`src/rtl/turn_signal_conditioner.sv`:
```
// turn_signal_conditioner
//
// Front end for the tail-light sequencer. Each raw turn switch goes through a
// two-flop synchronizer and a four-state debounce FSM. The debounced levels
// are resolved into clean Left/Right requests plus a conflict flag. A tick
// divider paces the sequencer while either request is active.
//
// Optional feature (macro TURN_SIGNAL_HAZARD_EN): when both sides are held,
// Left and Right are both driven high (hazard) instead of both low, and the
// tick counter keeps running across single-side/hazard transitions.
//
// Ports:
//   clk       in   system clock, all state on rising edge
//   reset     in   asynchronous active-high reset
//   left_raw  in   raw left switch, asynchronous, may bounce
//   right_raw in   raw right switch, asynchronous, may bounce
//   Left      out  clean left request (registered)
//   Right     out  clean right request (registered)
//   tick      out  one-cycle step enable (registered)
//   conflict  out  both debounced inputs active (registered)

module turn_signal_conditioner #(
    parameter int unsigned DEBOUNCE_CYCLES = 4,
    parameter int unsigned TICK_DIV        = 8
) (
    input  logic clk,
    input  logic reset,
    input  logic left_raw,
    input  logic right_raw,
    output logic Left,
    output logic Right,
    output logic tick,
    output logic conflict
);

    localparam logic [7:0]  DbLimit  = 8'(DEBOUNCE_CYCLES);
    localparam logic [15:0] TickLast = 16'(TICK_DIV - 1);

    typedef enum logic [1:0] {
        StIdle,
        StPressWait,
        StHeld,
        StReleaseWait
    } db_state_e;

    // Bit 0 is the left channel, bit 1 the right channel.
    logic [1:0] raw;
    logic [1:0] sync1_q;
    logic [1:0] sync2_q;

    db_state_e  state_q [2];
    db_state_e  state_d [2];
    logic [7:0] cnt_q   [2];
    logic [7:0] cnt_d   [2];
    logic [1:0] db;

    logic        left_q, left_d;
    logic        right_q, right_d;
    logic        conflict_q, conflict_d;
    logic        tick_q, tick_d;
    logic [15:0] tick_cnt_q, tick_cnt_d;

    assign raw = {right_raw, left_raw};

    // Synchronizer
    always_ff @(posedge clk or posedge reset) begin
        if (reset) begin
            sync1_q <= 2'b00;
            sync2_q <= 2'b00;
        end else begin
            sync1_q <= raw;
            sync2_q <= sync1_q;
        end
    end

    // Debounce FSM state registers
    always_ff @(posedge clk or posedge reset) begin
        if (reset) begin
            for (int i = 0; i < 2; i++) begin
                state_q[i] <= StIdle;
                cnt_q[i]   <= 8'd0;
            end
        end else begin
            for (int i = 0; i < 2; i++) begin
                state_q[i] <= state_d[i];
                cnt_q[i]   <= cnt_d[i];
            end
        end
    end

    // Debounce FSM next state. The count holds how many consecutive samples
    // of the new level have been seen; the transition fires on the sample that
    // brings it to DbLimit, so the count never exceeds DbLimit - 1.
    always_comb begin
        for (int i = 0; i < 2; i++) begin
            state_d[i] = state_q[i];
            cnt_d[i]   = cnt_q[i];
            unique case (state_q[i])
                StIdle: begin
                    if (sync2_q[i]) begin
                        if (DbLimit <= 8'd1) begin
                            state_d[i] = StHeld;
                            cnt_d[i]   = 8'd0;
                        end else begin
                            state_d[i] = StPressWait;
                            cnt_d[i]   = 8'd1;
                        end
                    end
                end
                StPressWait: begin
                    if (!sync2_q[i]) begin
                        state_d[i] = StIdle;
                        cnt_d[i]   = 8'd0;
                    end else if (cnt_q[i] >= DbLimit - 8'd1) begin
                        state_d[i] = StHeld;
                        cnt_d[i]   = 8'd0;
                    end else begin
                        cnt_d[i] = cnt_q[i] + 8'd1;
                    end
                end
                StHeld: begin
                    if (!sync2_q[i]) begin
                        if (DbLimit <= 8'd1) begin
                            state_d[i] = StIdle;
                            cnt_d[i]   = 8'd0;
                        end else begin
                            state_d[i] = StReleaseWait;
                            cnt_d[i]   = 8'd1;
                        end
                    end
                end
                StReleaseWait: begin
                    if (sync2_q[i]) begin
                        state_d[i] = StHeld;
                        cnt_d[i]   = 8'd0;
                    end else if (cnt_q[i] >= DbLimit - 8'd1) begin
                        state_d[i] = StIdle;
                        cnt_d[i]   = 8'd0;
                    end else begin
                        cnt_d[i] = cnt_q[i] + 8'd1;
                    end
                end
                default: begin
                    state_d[i] = StIdle;
                    cnt_d[i]   = 8'd0;
                end
            endcase
        end
    end

    // Debounced level is high from the moment the press completes until the
    // release completes.
    always_comb begin
        for (int i = 0; i < 2; i++) begin
            db[i] = (state_q[i] == StHeld) || (state_q[i] == StReleaseWait);
        end
    end

    // Resolution
    always_comb begin
        conflict_d = db[0] & db[1];
`ifdef TURN_SIGNAL_HAZARD_EN
        left_d     = db[0];
        right_d    = db[1];
`else
        left_d     = db[0] & ~db[1];
        right_d    = db[1] & ~db[0];
`endif
    end

    // Tick divider. The counter sits at 0 while no request is active, so a
    // rising request always starts a fresh period and the first tick lands
    // TICK_DIV cycles after the request appears.
    always_comb begin
        tick_cnt_d = 16'd0;
        tick_d     = 1'b0;
        if (left_q | right_q) begin
            if (tick_cnt_q >= TickLast) begin
                tick_cnt_d = 16'd0;
                tick_d     = 1'b1;
            end else begin
                tick_cnt_d = tick_cnt_q + 16'd1;
            end
        end
    end

    always_ff @(posedge clk or posedge reset) begin
        if (reset) begin
            left_q     <= 1'b0;
            right_q    <= 1'b0;
            conflict_q <= 1'b0;
            tick_q     <= 1'b0;
            tick_cnt_q <= 16'd0;
        end else begin
            left_q     <= left_d;
            right_q    <= right_d;
            conflict_q <= conflict_d;
            tick_q     <= tick_d;
            tick_cnt_q <= tick_cnt_d;
        end
    end

    assign Left     = left_q;
    assign Right    = right_q;
    assign tick     = tick_q;
    assign conflict = conflict_q;

endmodule
```
`config.mk`:
```
export PLATFORM = sky130hd
export DESIGN_NAME = turn_signal_conditioner
export DESIGN_NICKNAME = d
export VERILOG_FILES = /design/src/rtl/turn_signal_conditioner.sv
export SDC_FILE = /design/constraint.sdc
export NUM_CORES = 1
export LEC_CHECK = 0
export CAP_MARGIN = 40
export CORE_UTILIZATION = 46
export DETAILED_ROUTE_END_ITERATION = 10
export PLACE_DENSITY = 0.65
export SYNTH_ARGS = -nofsm -noshare
export SYNTH_HDL_FRONTEND = slang
export SYNTH_SLANG_ARGS = --single-unit
```
`constraint.sdc`:
```
create_clock -name clk -period 1.7 [get_ports clk]
set_input_delay 0.17 -clock clk [delete_from_list [all_inputs] [get_ports clk]]
set_output_delay 0.17 -clock clk [all_outputs]
set_load 0.01 [all_outputs]
```
Yosys cells after proc, flatten, opt, wreduce, memory -nomap -nowiden
Index checks and enable logic that the tools add are counted.
Widths: inputs -> output; s select.
{"block": "word_totals", "ff_bits": 44}
{"block": "op_classes", "eq_ne": 14, "n_bitwise": 6, "addsub": 3, "n_mux": 30, "n_lt_le_gt_ge": 3, "reduce_logical": 8}
{"cell": "$mux 8", "count": 10}
{"cell": "$pmux 8 s4", "count": 2}
{"cell": "$mux 16", "count": 2}
{"cell": "$mux 2", "count": 12}
{"cell": "$add 16x1->16 const B", "count": 1}
{"cell": "$add 8x1->8 const B", "count": 2}
{"cell": "$ge 16x3->1 const B", "count": 1}
{"cell": "$ge 8x2->1 const B", "count": 2}
{"cell": "$pmux 2 s4", "count": 2}
{"cell": "$ne 3x3->1 const B", "count": 4}
{"cell": "$eq 2x2->1 const B", "count": 4}
{"cell": "$ne 2x2->1 const B", "count": 4}
{"cell": "$reduce_and 4->1", "count": 2}
{"cell": "$eq 2x1->1 const B", "count": 2}
{"cell": "$logic_not 2->1", "count": 2}
{"cell": "$reduce_and 2->1", "count": 2}
{"cell": "$and 1x1->1", "count": 3}
{"cell": "$logic_or 1x1->1", "count": 2}
{"cell": "$mux 1", "count": 2}
{"cell": "$not 1->1", "count": 2}
{"cell": "$or 1x1->1", "count": 1}

Logic depth before layout (Yosys ltp)
{"block": "depth", "word_depth": 4, "mapped_depth": 4, "ltp_nobuf": 4}

Worst setup path after synthesis
No wires, ideal clock.
{"block": "synth_timing", "path_kind": "reg-to-reg", "start": "reg cnt_q[0] (netlist name)", "end": "reg with a tool-made name", "slack_ns": -0.039, "stages_incl_launch_ff": 5, "period_less_slack_ns": 1.739, "t_required_ns": 1.572, "arrival_time_ns": 1.611, "path_cell_list": "dfrtp_1 > ha_1 > or4_4 > o41ai_2 > mux2_1"}
{"element": "start, declared", "line_no": "53", "text": "logic [7:0] cnt_q [2];"}
{"element": "start signal, assigned by index", "line_no": "86", "text": "cnt_q[i] <= cnt_d[i];"}

==> impl_metrics.yaml <==
status:
  status: "finished with violations"
  failed_checks: "negative setup slack"
yosys:
  synth.mux.area_fraction: 0.0147
  yosysSeqAreaShare: 0.720
  ys_ff_latch: 44
  synth_top_family_by_area: "simple AND/OR/NAND/NOR gates"
  synthAdderAreaFrac: 0.0245
  synth_area_sq_um: 1530
  synth_compound_area_frac: 0.0622
  yosysUniqueCellTypes: 22
  yosys_warnings: 0
  avgSynthCellArea_sq_um: 15.1
  synthSimpleGateAreaFrac: 0.156
  syn_inst: 101
  synth_xor_area_frac: 0.0172
cells_and_area:
  final.fill_count: 257
  layout-drive-gt1-share: 0.203
  fin_nets: 139
  insertedDiodeCount: 0
  fin_util: 0.597
  syn_to_final_growth_pct: 21.1
routing:
  drcViolationCount: 0
  antenna_left: 0
  vias: 831
  via_per_inst: 4.69
  wl_microns: 2090
  wire_per_inst_microns: 11.8
  drt-pass1-iter-count: 2
  drt_iter0_drc: 19
grt:
  grt_pass1_vias: 828
  grt_max_degree: 45
  grt-ovfl-total: 0
  grt_pass1_wl_microns: 3670
  grt_usage: 0.151
  antenna_found_initial: 0
worst_setup_path:
  cp_num_cells: 4
  crit_fanout: 2
  r2r_slack_ns: -0.03
  worstSetupStartpointType: "flip-flop"
  worstPathArrival_ns: 1.96
  crit_type: "flip-flop to flip-flop"
  cp-end-kind: "flip-flop"
  max_stage_delay_ns: 0.43
  worstPathRequired_ns: 1.93
  cpMaxStageDelayCell: "or4_4"
  path_cells: "ha_2 -> or4_4 -> o41ai_4 -> mux2_4"
  timing.rr.start: "cnt_q[1]"
  reg2regPathDepth: 4
  cp_num_buf_inv: 0
  cp_top_family: "simple AND/OR/NAND/NOR gates"
place:
  dp_hpwl_microns: 1380
  gp_congestion: 0.699
  port_buffers: 7
timing:
  setup_ws_ns: -0.0272
  fmax_mhz: 579
  setup_viol: 1
  fin_skew_ns: 0.00691
  worst_pin_slew_ns: 0.526
  setup-tns-final_ns: -0.0272
  fin_crit_sh: 1.02
  min_period_ns: 1.73
  relSlewSlack: 0.650
  hold_viol_final: 0
  slew_violations: 0
  rsz0062_at_grt: "yes"
clocking:
  cts-buffers-inserted: 5
  clock_sinks: 44
  cts_tree: "yes"
  path_clk_slew_ns: 0.12
  htree_levels: 2
  root_buffer: "clkbuf_4"
  clk_path_buf_depth: 2
  clock_latency_ns: 0.34
floorplan:
  boundaryPins: 8
  core_sq_um: 3100
  die_width_microns: 59.7
  initial_core_util: 0.493
  fp-row-count: 20
  die_h_microns: 59.7
  dieArea_sq_um: 3560
min_path:
  hold_path.class: "input pin to asynchronous set/reset pin"
pwr:
  power_density_nw_per_um2: 1390
  p_total_mw: 2.57
  peakVddDrop_v: 0.000787
  p_leak_nw: 0.883
flow_run:
  cap_violations: 0
repair_timing:
action / CTS / global route
buffers inserted: 0 / 1
gates cloned: 0 / 0
hold buffers: 0 / 0
setup endpoints to repair: 2 / 6
pin swaps: 1 / 0
resized for setup: 5 / 0
worst max-delay path by stage:
stage	slack (ns)	endpoint	startpoint
2_1_floorplan	-0.04	flip-flop	cnt_q[1]
4_1_cts	-0.03	flip-flop	cnt_q[1]
3_5_place_dp	-0.11	flip-flop	cnt_q[1]
6_report	-0.03	flip-flop	cnt_q[1]
5_1_grt	-0.08	flip-flop	cnt_q[1]
3_3_place_gp	-0.05	flip-flop	cnt_q[1]
kinds of logic after synthesis:
group / after synthesis
AOI/OAI and AO/OA: 9
buffers and inverters: 1
DFF: 44
and+or+nand+nor: 38
muxes: 2
xor gates and xnor gates: 3
adders and majority gates: 3
other: 1
cell usage after synthesis, drive strengths merged:
cell type | number | area share
dfrtp | 44 | 0.72
and2 | 15 | 0.061
or4 | 4 | 0.029
a21oi | 3 | 0.015
ha | 3 | 0.025
nand3 | 3 | 0.0098
nor2 | 3 | 0.0074
nor2b | 3 | 0.012
nor3 | 3 | 0.0098
nor4 | 3 | 0.012
mux2 | 2 | 0.015
nand2 | 2 | 0.0049
o21ai | 2 | 0.0065
o2bb2ai | 2 | 0.020
o41ai | 2 | 0.021
xor2 | 2 | 0.011
conb | 1 | 0.0025
inv | 1 | 0.0025
nand4 | 1 | 0.0041
nor3b | 1 | 0.0049
xnor2 | 1 | 0.0057
through the flow:
stage,hold WS (ns),cell area (sq um),cells,setup slack [ns]
floorplan,0.201,1570,112,-0.0360
global placement,0.339,1740,168,-0.0480
detailed placement,0.346,1740,168,-0.111
CTS,0.235,1840,176,-0.0330
global route,0.228,1850,177,-0.0780
finish,0.256,1850,177,-0.0272
worst reg2reg max path, stage by stage (launching register included):
cell,delay (ns)
dfrtp_1,0.41
ha_2,0.19
or4_4,0.43
o41ai_4,0.27
mux2_4,0.33
cell type report:
type,count,area [sq um],share of cell area
Sequential cell,44,1100,0.595
Multi-Input combinational cell,67,500,0.270
Timing Repair Buffer,13,115,0.0622
Tap cell,44,55.1,0.0297
Clock buffer,6,41.3,0.0223
Clock inverter,2,35.0,0.0189
Inverter,1,3.75,0.00203
report_power, final:
group          leakage (nW)  internal, mW  switching (mW)  total [mW]
clock                0.0422         0.309           0.307       0.616
combinational         0.282         0.336           0.289       0.625
sequential            0.559          1.20           0.129        1.33
placed cells by master, fill, tap and decap left out:
master           instances
a21oi_1                  1
a21oi_2                  2
and2_1                  15
buf_4                    6
bufinv_16                1
clkbuf_1                 1
clkbuf_4                 5
clkdlybuf4s50_1          7
clkinv_2                 1
conb_1                  12
dfrtp_1                 44
ha_1                     1
ha_2                     2
inv_1                    1
mux2_4                   2
nand2_1                  2
nand3_1                  3
nand4_1                  1
nor2_1                   3
nor2b_1                  3
nor3_1                   3
nor3b_1                  1
nor4_1                   3
o21ai_1                  2
o2bb2ai_2                2
o41ai_4                  2
or4_4                    4
xnor2_1                  1
xor2_1                   2
flip-flops by register name, indices dropped and copies added, names as in the netlist, named ones only:
register	flops
cnt_q	16
Right	1
sync2_q	2
state_q	2
Left	1
sync1_q	2
tick	1
tick_cnt_q	16
conflict	1
layer usage:
layer	share of wire	vias to the layer above	routed length [microns]	global-route usage
li1	-	395	-	-
met1	0.47	414	981	0.201
met2	0.47	14	974	0.205
met3	0.037	8	77	0.0498
met4	0.026	0	54	0.110
met5	0	-	0	0
(Power assumes the default switching activity.)
